===== src/rtl/ro_puf_pkg.sv =====
// Shared definitions for the RO-PUF evaluation controller: FSM state
// encoding and default parameter values.
package ro_puf_pkg;

   localparam int DEF_CNT_W  = 16;
   localparam int DEF_WINDOW = 1024;
   localparam int DEF_SETTLE = 4;
   localparam int DEF_NBITS  = 8;
   localparam int DEF_CH_W   = 4;

   // Evaluation FSM states; exported on the debug state signal.
   typedef enum logic [2:0] {
      ST_IDLE   = 3'd0,
      ST_SETTLE = 3'd1,
      ST_COUNT  = 3'd2,
      ST_DECIDE = 3'd3,
      ST_DONE   = 3'd4
   } state_t;

endpackage


===== src/rtl/ro_puf_eval_if.sv =====
// Signal bundle between the evaluation controller and its environment.
//
// Handshake: start is a level that the controller samples only while
// idle; there is no ready, and a start seen while busy or done is dropped.
// resp_valid is a one-cycle pulse marking resp as complete; resp then holds
// until the next accepted start. There is no back-pressure on resp_valid.
interface ro_puf_eval_if
   import ro_puf_pkg::*;
#(
   parameter int CNT_W = DEF_CNT_W,
   parameter int NBITS = DEF_NBITS,
   parameter int CH_W  = DEF_CH_W
) ();

   logic             start;
   logic [CH_W-1:0]  chal_seed;
   logic             ro_a;
   logic             ro_b;
   logic [CH_W-1:0]  chal_a;
   logic [CH_W-1:0]  chal_b;
   logic             busy;
   logic             resp_valid;
   logic [NBITS-1:0] resp;
   logic [CNT_W-1:0] cnt_a;
   logic [CNT_W-1:0] cnt_b;
   state_t           dbg_state;

   modport master (
      output start, chal_seed, ro_a, ro_b,
      input  chal_a, chal_b, busy, resp_valid, resp, cnt_a, cnt_b, dbg_state
   );

   modport slave (
      input  start, chal_seed, ro_a, ro_b,
      output chal_a, chal_b, busy, resp_valid, resp, cnt_a, cnt_b, dbg_state
   );

endinterface


===== src/rtl/ro_edge_counter.sv =====
// Rising-edge counter for one raw oscillator: 2-FF synchronizer, a third
// flop for edge detection, and a saturating counter with clear and enable.
module ro_edge_counter #(
   parameter int CNT_W = 16
) (
   input  logic             clk,
   input  logic             rst_n,
   input  logic             i_ro,
   input  logic             i_clr,
   input  logic             i_en,
   output logic [CNT_W-1:0] o_cnt
);

   logic             r_s1;
   logic             r_s2;
   logic             r_s3;
   logic             w_rise;
   logic [CNT_W-1:0] r_cnt;

   assign w_rise = r_s2 & ~r_s3;
   assign o_cnt  = r_cnt;

   // Synchronize the asynchronous oscillator and keep one delayed copy.
   always_ff @(posedge clk) begin
      if (rst_n) begin
         r_s1 <= 1'b0;
         r_s2 <= 1'b0;
         r_s3 <= 1'b0;
      end else begin
         r_s1 <= i_ro;
         r_s2 <= r_s1;
         r_s3 <= r_s2;
      end
   end

   // Count detected rising edges while enabled, sticking at all-ones.
   always_ff @(posedge clk) begin
      if (rst_n || i_clr) begin
         r_cnt <= '0;
      end else if (i_en && w_rise && (r_cnt != '1)) begin
         r_cnt <= r_cnt + CNT_W'(1);
      end
   end

endmodule


===== src/rtl/ro_puf.sv =====
// RO-PUF evaluation controller. Steps a challenge pair onto the two
// oscillator muxes, lets the selection settle, counts edges of both
// oscillators over a fixed window and records (count_a > count_b) as one
// response bit, LSB first. Note rst_n is active-high despite its name.
module ro_puf_eval
   import ro_puf_pkg::*;
#(
   parameter int CNT_W  = DEF_CNT_W,
   parameter int WINDOW = DEF_WINDOW,
   parameter int SETTLE = DEF_SETTLE,
   parameter int NBITS  = DEF_NBITS,
   parameter int CH_W   = DEF_CH_W
) (
   input logic           clk,
   input logic           rst_n,
   ro_puf_eval_if.slave  bus
);

   localparam int TMR_MAX = (WINDOW > SETTLE) ? WINDOW : SETTLE;
   localparam int TMR_W   = $clog2(TMR_MAX + 1);
   localparam int K_W     = (NBITS > 1) ? $clog2(NBITS) : 1;

   state_t           r_state;
   logic [TMR_W-1:0] r_timer;
   logic [K_W-1:0]   r_k;
   logic [CH_W-1:0]  r_chal_a;
   logic [CH_W-1:0]  r_chal_b;
   logic             r_busy;
   logic             r_resp_valid;
   logic [NBITS-1:0] r_resp;
   logic [CNT_W-1:0] r_cnt_a;
   logic [CNT_W-1:0] r_cnt_b;

   logic             w_clr;
   logic             w_en;
   logic             w_bit;
   logic [CNT_W-1:0] w_cnt_a;
   logic [CNT_W-1:0] w_cnt_b;

   // Counters are held clear while the muxes settle and run only in COUNT.
   assign w_clr = (r_state == ST_SETTLE);
   assign w_en  = (r_state == ST_COUNT);
   assign w_bit = (w_cnt_a > w_cnt_b);

   ro_edge_counter #(.CNT_W(CNT_W)) u_cnt_a (
      .clk   (clk),
      .rst_n (rst_n),
      .i_ro  (bus.ro_a),
      .i_clr (w_clr),
      .i_en  (w_en),
      .o_cnt (w_cnt_a)
   );

   ro_edge_counter #(.CNT_W(CNT_W)) u_cnt_b (
      .clk   (clk),
      .rst_n (rst_n),
      .i_ro  (bus.ro_b),
      .i_clr (w_clr),
      .i_en  (w_en),
      .o_cnt (w_cnt_b)
   );

   // Evaluation sequencer with all outputs registered alongside the state.
   always_ff @(posedge clk) begin
      if (rst_n) begin
         r_state      <= ST_IDLE;
         r_timer      <= '0;
         r_k          <= '0;
         r_chal_a     <= '0;
         r_chal_b     <= '0;
         r_busy       <= 1'b0;
         r_resp_valid <= 1'b0;
         r_resp       <= '0;
         r_cnt_a      <= '0;
         r_cnt_b      <= '0;
      end else begin
         r_resp_valid <= 1'b0;
         case (r_state)
            ST_IDLE: begin
               if (bus.start) begin
                  r_state  <= ST_SETTLE;
                  r_timer  <= TMR_W'(SETTLE - 1);
                  r_k      <= '0;
                  r_chal_a <= bus.chal_seed;
                  r_chal_b <= bus.chal_seed + CH_W'(1);
                  r_busy   <= 1'b1;
                  r_resp   <= '0;
               end
            end
            ST_SETTLE: begin
               if (r_timer == '0) begin
                  r_state <= ST_COUNT;
                  r_timer <= TMR_W'(WINDOW - 1);
               end else begin
                  r_timer <= r_timer - TMR_W'(1);
               end
            end
            ST_COUNT: begin
               if (r_timer == '0) begin
                  r_state <= ST_DECIDE;
               end else begin
                  r_timer <= r_timer - TMR_W'(1);
               end
            end
            ST_DECIDE: begin
               r_resp[r_k] <= w_bit;
               r_cnt_a     <= w_cnt_a;
               r_cnt_b     <= w_cnt_b;
               if (r_k == K_W'(NBITS - 1)) begin
                  r_state      <= ST_DONE;
                  r_busy       <= 1'b0;
                  r_resp_valid <= 1'b1;
               end else begin
                  // Both selects advance together; wrap-around is intended.
                  r_state  <= ST_SETTLE;
                  r_timer  <= TMR_W'(SETTLE - 1);
                  r_k      <= r_k + K_W'(1);
                  r_chal_a <= r_chal_a + CH_W'(1);
                  r_chal_b <= r_chal_b + CH_W'(1);
               end
            end
            ST_DONE: begin
               r_state <= ST_IDLE;
            end
            default: begin
               r_state <= ST_IDLE;
            end
         endcase
      end
   end

   assign bus.chal_a     = r_chal_a;
   assign bus.chal_b     = r_chal_b;
   assign bus.busy       = r_busy;
   assign bus.resp_valid = r_resp_valid;
   assign bus.resp       = r_resp;
   assign bus.cnt_a      = r_cnt_a;
   assign bus.cnt_b      = r_cnt_b;
   assign bus.dbg_state  = r_state;

endmodule


===== src/flat_wrapper.sv =====
// flat-port wrapper written by rule: the top's interface ports become plain ports
module ro_puf_eval_flat import ro_puf_pkg::*;
#(
   parameter int CNT_W  = DEF_CNT_W,
   parameter int WINDOW = DEF_WINDOW,
   parameter int SETTLE = DEF_SETTLE,
   parameter int NBITS  = DEF_NBITS,
   parameter int CH_W   = DEF_CH_W
)
  (clk, rst_n, bus_start, bus_chal_seed, bus_ro_a, bus_ro_b, bus_chal_a, bus_chal_b, bus_busy, bus_resp_valid, bus_resp, bus_cnt_a, bus_cnt_b, bus_dbg_state);
  ro_puf_eval_if #(.CNT_W(CNT_W), .NBITS(NBITS), .CH_W(CH_W)) bus_i ();
  input logic clk;
  input logic rst_n;
  input wire logic [$bits(bus_i.start)-1:0] bus_start;
  input wire logic [$bits(bus_i.chal_seed)-1:0] bus_chal_seed;
  input wire logic [$bits(bus_i.ro_a)-1:0] bus_ro_a;
  input wire logic [$bits(bus_i.ro_b)-1:0] bus_ro_b;
  output wire logic [$bits(bus_i.chal_a)-1:0] bus_chal_a;
  output wire logic [$bits(bus_i.chal_b)-1:0] bus_chal_b;
  output wire logic [$bits(bus_i.busy)-1:0] bus_busy;
  output wire logic [$bits(bus_i.resp_valid)-1:0] bus_resp_valid;
  output wire logic [$bits(bus_i.resp)-1:0] bus_resp;
  output wire logic [$bits(bus_i.cnt_a)-1:0] bus_cnt_a;
  output wire logic [$bits(bus_i.cnt_b)-1:0] bus_cnt_b;
  output wire logic [$bits(bus_i.dbg_state)-1:0] bus_dbg_state;
  assign bus_i.start = bus_start;
  assign bus_i.chal_seed = bus_chal_seed;
  assign bus_i.ro_a = bus_ro_a;
  assign bus_i.ro_b = bus_ro_b;
  assign bus_chal_a = bus_i.chal_a;
  assign bus_chal_b = bus_i.chal_b;
  assign bus_busy = bus_i.busy;
  assign bus_resp_valid = bus_i.resp_valid;
  assign bus_resp = bus_i.resp;
  assign bus_cnt_a = bus_i.cnt_a;
  assign bus_cnt_b = bus_i.cnt_b;
  assign bus_dbg_state = bus_i.dbg_state;
  ro_puf_eval #(.CNT_W(CNT_W), .WINDOW(WINDOW), .SETTLE(SETTLE), .NBITS(NBITS), .CH_W(CH_W)) u_core (.clk(clk), .rst_n(rst_n), .bus(bus_i));
endmodule

===== config.mk =====
export PLATFORM = sky130hd
export DESIGN_NAME = ro_puf_eval_flat
export DESIGN_NICKNAME = d
export VERILOG_FILES = /design/src/rtl/ro_puf_pkg.sv /design/src/rtl/ro_puf_eval_if.sv /design/src/rtl/ro_edge_counter.sv /design/src/rtl/ro_puf.sv /design/src/flat_wrapper.sv
export SDC_FILE = /design/constraint.sdc
export NUM_CORES = 1
export LEC_CHECK = 0
export BUFFER_PORTS_ARGS = -buffer_cell sky130_fd_sc_hd__buf_2
export CORE_MARGIN = 2
export CORE_UTILIZATION = 53
export DETAILED_ROUTE_END_ITERATION = 10
export GPL_TIMING_DRIVEN = 0
export PLACE_DENSITY_LB_ADDON = 0.15
export REMOVE_ABC_BUFFERS = 1
export SLEW_MARGIN = 0
export SYNTH_ARGS = -nofsm -noshare
export SYNTH_HDL_FRONTEND = slang
export SYNTH_HIERARCHICAL = 1
export SYNTH_SLANG_ARGS = --single-unit

===== constraint.sdc =====
create_clock -name clk -period 2.5 [get_ports clk]
set_input_delay 0.125 -clock clk [delete_from_list [all_inputs] [get_ports clk]]
set_output_delay 0.125 -clock clk [all_outputs]
set_load 0.05 [all_outputs]

==> metrics <==
status finished clean; leading cell types by total area after synthesis sky130_fd_sc_hd__dfxtp_1, sky130_fd_sc_hd__nand2_1, sky130_fd_sc_hd__a21oi_1, sky130_fd_sc_hd__ha_1, sky130_fd_sc_hd__nor2_1; Critical Path Sink Type register; critical path's most frequent cell sky130_fd_sc_hd__nand2_1; vias in the first global route between 4k and 5k; Pwr Total between 4000 and 5000 µW; end point of the worst hold path u_core/bus.chal_b[3]$_SDFFE_PP0P_; delay of the slowest critical-path stage about 0.53 ns; Leak 0.002402 µW; floorplan die area 11180 µm²; Primary FF master, synth sky130_fd_sc_hd__dfxtp_1; Reg power frac 43.0%; Clk network pwr share about 27%; die width 105.7 µm; mean instance size in the synthesized netlist 8.055 µm²; number of violations reported at the end of detailed-routing iteration 0 250; timing-limited maximum frequency ~430 MHz; cell chain of the critical path and3b_4, nand2_1, nand2_1, ha_1, mux2_2, a222oi_1, nor2_1; post-route antenna net violation count 0; fraction of the cycle the final worst path needs between 90% and 100%; Crit. Startpoint u_core/bus.dbg_state[1]$_SDFFE_PP0P_; initial standard-cell utilization of the core a little over half; reg-to-reg critical path startpoint u_core/bus.dbg_state[1]$_SDFFE_PP0P_; final wirelength ~13000 µm; count of warnings emitted by yosys 6; setup repair after global routing missed its margin false; number of antenna repair diodes 0; grt total ovfl 0; clock root cell sky130_fd_sc_hd__clkbuf_8; Hold Worst Slack 0.05467 ns; switching power summed over all nets 1646 µW; startpoint type of the worst setup path register; CTS tree done; Power Density about 740 nW/µm²; count of state elements after synthesis 105; startpoint of the worst hold path bus_chal_seed[3]; Seq/Total Area, Yosys around two fifths; all-layer global routing usage 23.45%; top library cells by usage in the layout, fill and taps aside sky130_fd_sc_hd__nand2_1, sky130_fd_sc_hd__dfxtp_1, sky130_fd_sc_hd__a21oi_1; worst slew margin relative to its limit 38.02%; post-synthesis instance area approximately 5500 µm²; quantity of I/O buffers inserted on ports 61; highest-delay cell along the critical path sky130_fd_sc_hd__dfxtp_2; ratio of cells with drive above 1 in the final layout between 15 and 20%; Post-synth EDFFs 0; Arr. time, crit path about 2.6 ns; Worst Hold Class in2reg; required time reported for the critical path endpoint 2.74 ns; # rows 37; top cell type's share of synthesized area approximately two fifths; number of instances on the worst hold path 3; share of total power in combinational logic just under 30%; htree depth 3; Area growth, synth to finish 13.32%; via count roughly 5.2k; Multi-input gate area between 3000 and 4000 µm²; most common library cell in the layout ignoring fill and taps sky130_fd_sc_hd__nand2_1; async set-or-reset flop fraction in the synthesized netlist 0%; terminus of the critical flop-to-flop path u_core/bus.chal_b[2]$_SDFFE_PP0P_; clock-pin transition on the worst setup and hold timing paths 0.09 ns; minimum setup slack among reg-to-reg paths approximately 0.19 ns; total of max-cap violations 0; dominant cell type by area after synthesis sky130_fd_sc_hd__dfxtp_1; Remaining DRCs 0; final clock skew a little over 0.008 ns; count of filler cells inserted in the layout approximately 950; share of the core filled with cells approximately three fifths; total area of sequential cells 2106 µm²; via count normalized by instance count roughly 6; post-DP HPWL about 8900 µm; maximum fanout count along the critical path 21; fraction of power spent switching nets 35.56%; maximum number of pins on one net before global-route repair 90; number of distinct library cells after synthesis 66; number of antenna violations at the first check in global routing 0; worst vdd rail ir drop around 0.44 mV; number of nets in the finished design between 700 and 800; global-route wire length before repair 21710 µm; core region area 10180 µm²; Internal Power 2983 µW; hold violation count in the final report 0; number of pins exceeding their max-slew limit in the final report 0; TritonCTS Sinks approximately 110; Slew @ Worst Pin approximately 0.9 ns; die extent in y between 100 and 150 µm; setup violation total in the final timing report 0; worst-case reg-to-reg path depth 7; cells after synthesis 681; wire length per cell 15.11 µm; path type of the worst setup path reg2reg; number of optimization iterations in the first detailed-route pass 5; Final min period about 2.3 ns; weighted congestion at the end of routability-driven global placement between 0.8 and 0.9; total clock buffers created by CTS 9; io pins 62; clk_lat worst skew around 0.38 ns; Max clock buf depth 2
==> state kept, by name, summed over array words and instances (netlist names), 4 cells and up <==
signal                flops
u_core/bus.cnt_a         16
u_core/bus.chal_b         4
u_core/u_cnt_b/o_cnt     16
u_core/bus.cnt_b         16
u_core/bus.chal_a         4
u_core/bus.resp           8
u_core/r_timer           11
u_core/u_cnt_a/o_cnt     16
==> what timing repair did <==
| action | in CTS | in global routing |
|---|---|---|
| gates cloned | 0 | 1 |
| pin swaps | 1 | 1 |
| endpoints found under the hold margin | 2 | 0 |
| gates resized for setup | 3 | 7 |
| hold buffers | 2 | 0 |
| setup buffers | 1 | 0 |
| setup endpoints to repair | 7 | 27 |
==> cell usage after synthesis, types with 4 or more instances <==
cell type / n
sky130_fd_sc_hd__nor2_1: 47
sky130_fd_sc_hd__nand2_1: 119
sky130_fd_sc_hd__buf_1: 9
sky130_fd_sc_hd__inv_1: 29
sky130_fd_sc_hd__a21oi_1: 83
sky130_fd_sc_hd__nand4_1: 14
sky130_fd_sc_hd__o31ai_1: 11
sky130_fd_sc_hd__a211oi_1: 7
sky130_fd_sc_hd__and4_1: 8
sky130_fd_sc_hd__or3_1: 11
sky130_fd_sc_hd__or2_2: 6
sky130_fd_sc_hd__a41o_1: 6
sky130_fd_sc_hd__dfxtp_1: 105
sky130_fd_sc_hd__nor3_1: 20
sky130_fd_sc_hd__or4_1: 7
sky130_fd_sc_hd__nand3b_1: 5
sky130_fd_sc_hd__o21ai_0: 30
sky130_fd_sc_hd__nor3b_1: 4
sky130_fd_sc_hd__o21ai_1: 5
sky130_fd_sc_hd__a221oi_2: 5
sky130_fd_sc_hd__mux2i_1: 4
sky130_fd_sc_hd__nand3_1: 13
sky130_fd_sc_hd__nor4_1: 17
sky130_fd_sc_hd__ha_1: 24
sky130_fd_sc_hd__nand2b_1: 4
sky130_fd_sc_hd__a31oi_1: 4
sky130_fd_sc_hd__clkbuf_1: 12
sky130_fd_sc_hd__nor2b_1: 8
==> power by group through the flow <==
stage / Combinational [µW] / Clock, µW / Sequential, µW
detailed placement: 1350 / 0 / 2010
global placement: 1300 / 0 / 2000
global route: 1510 / 1340 / 2010
finish: 1380 / 1260 / 1990
CTS: 1360 / 1290 / 1970
floorplan: 901 / 0 / 2130
==> metrics by stage <==
stage | setup WS [ns] | cell area [µm²] | TNS (ns) | std cells
floorplan | -0.8076 | 5373 | -6.526 | 655
global placement | -1.208 | 5848 | -18.45 | 852
detailed placement | -0.2572 | 5907 | -1.540 | 854
CTS | -0.03635 | 6183 | -0.03635 | 873
global route | 0.02388 | 6216 | 0 | 874
finish | 0.1888 | 6216 | 0 | 874
==> cells by family (layout without fill, tap and decap cells) <==
group                      Yosys count  count (layout)  share of synthesized area, %
AOI/OAI and AO/OA                  179             179                         20.53
xor gates and xnor gates             1               1                        0.1597
DFF                                105             105                         38.32
buffers and inverters               55             111                         4.037
and+or+nand+nor                    311             312                         30.34
adders and majority gates           24              24                         5.474
muxes                                6               6                         1.141
==> worst max-delay path by stage <==
stage | to | slack (ns) | cells past startpoint
2_1_floorplan | u_core/bus.chal_b[2]$_SDFFE_PP0P_ | -0.81 | 7
3_3_place_gp | u_core/bus.chal_b[2]$_SDFFE_PP0P_ | -1.21 | 7
3_5_place_dp | u_core/bus.chal_b[2]$_SDFFE_PP0P_ | -0.26 | 7
4_1_cts | u_core/bus.chal_b[2]$_SDFFE_PP0P_ | -0.04 | 7
5_1_grt | u_core/bus.chal_b[2]$_SDFFE_PP0P_ | 0.02 | 7
6_report | u_core/bus.chal_b[2]$_SDFFE_PP0P_ | 0.19 | 7
==> final cells by class <==
| class | count | share of cell area (%) |
|---|---|---|
| tap | 136 | 2.738 |
| inverter | 29 | 1.751 |
| timing repair buffer | 66 | 6.280 |
| multi-input combinational | 522 | 51.45 |
| clock inverter | 6 | 1.691 |
| sequential | 105 | 33.88 |
| clock buffer | 10 | 2.214 |
==> critical path: cells and delay by family, from the launching register on <==
| family | cells | cell delay, ns |
|---|---|---|
| simple gates | 4 | 0.75 |
| flops | 1 | 0.53 |
| mux | 1 | 0.35 |
| compound gates | 1 | 0.32 |
| fa+ha+maj | 1 | 0.20 |
==> routing by layer <==
layer	global-route usage [%]	vias to the layer above	wire (µm)
met2	40.65	135	6408
met4	9.117	0	231
met3	2.845	20	490
li1	-	2596	-
met5	0	-	0
met1	29.71	2465	6072
No activity file was read; power rests on OpenSTA's default activity.
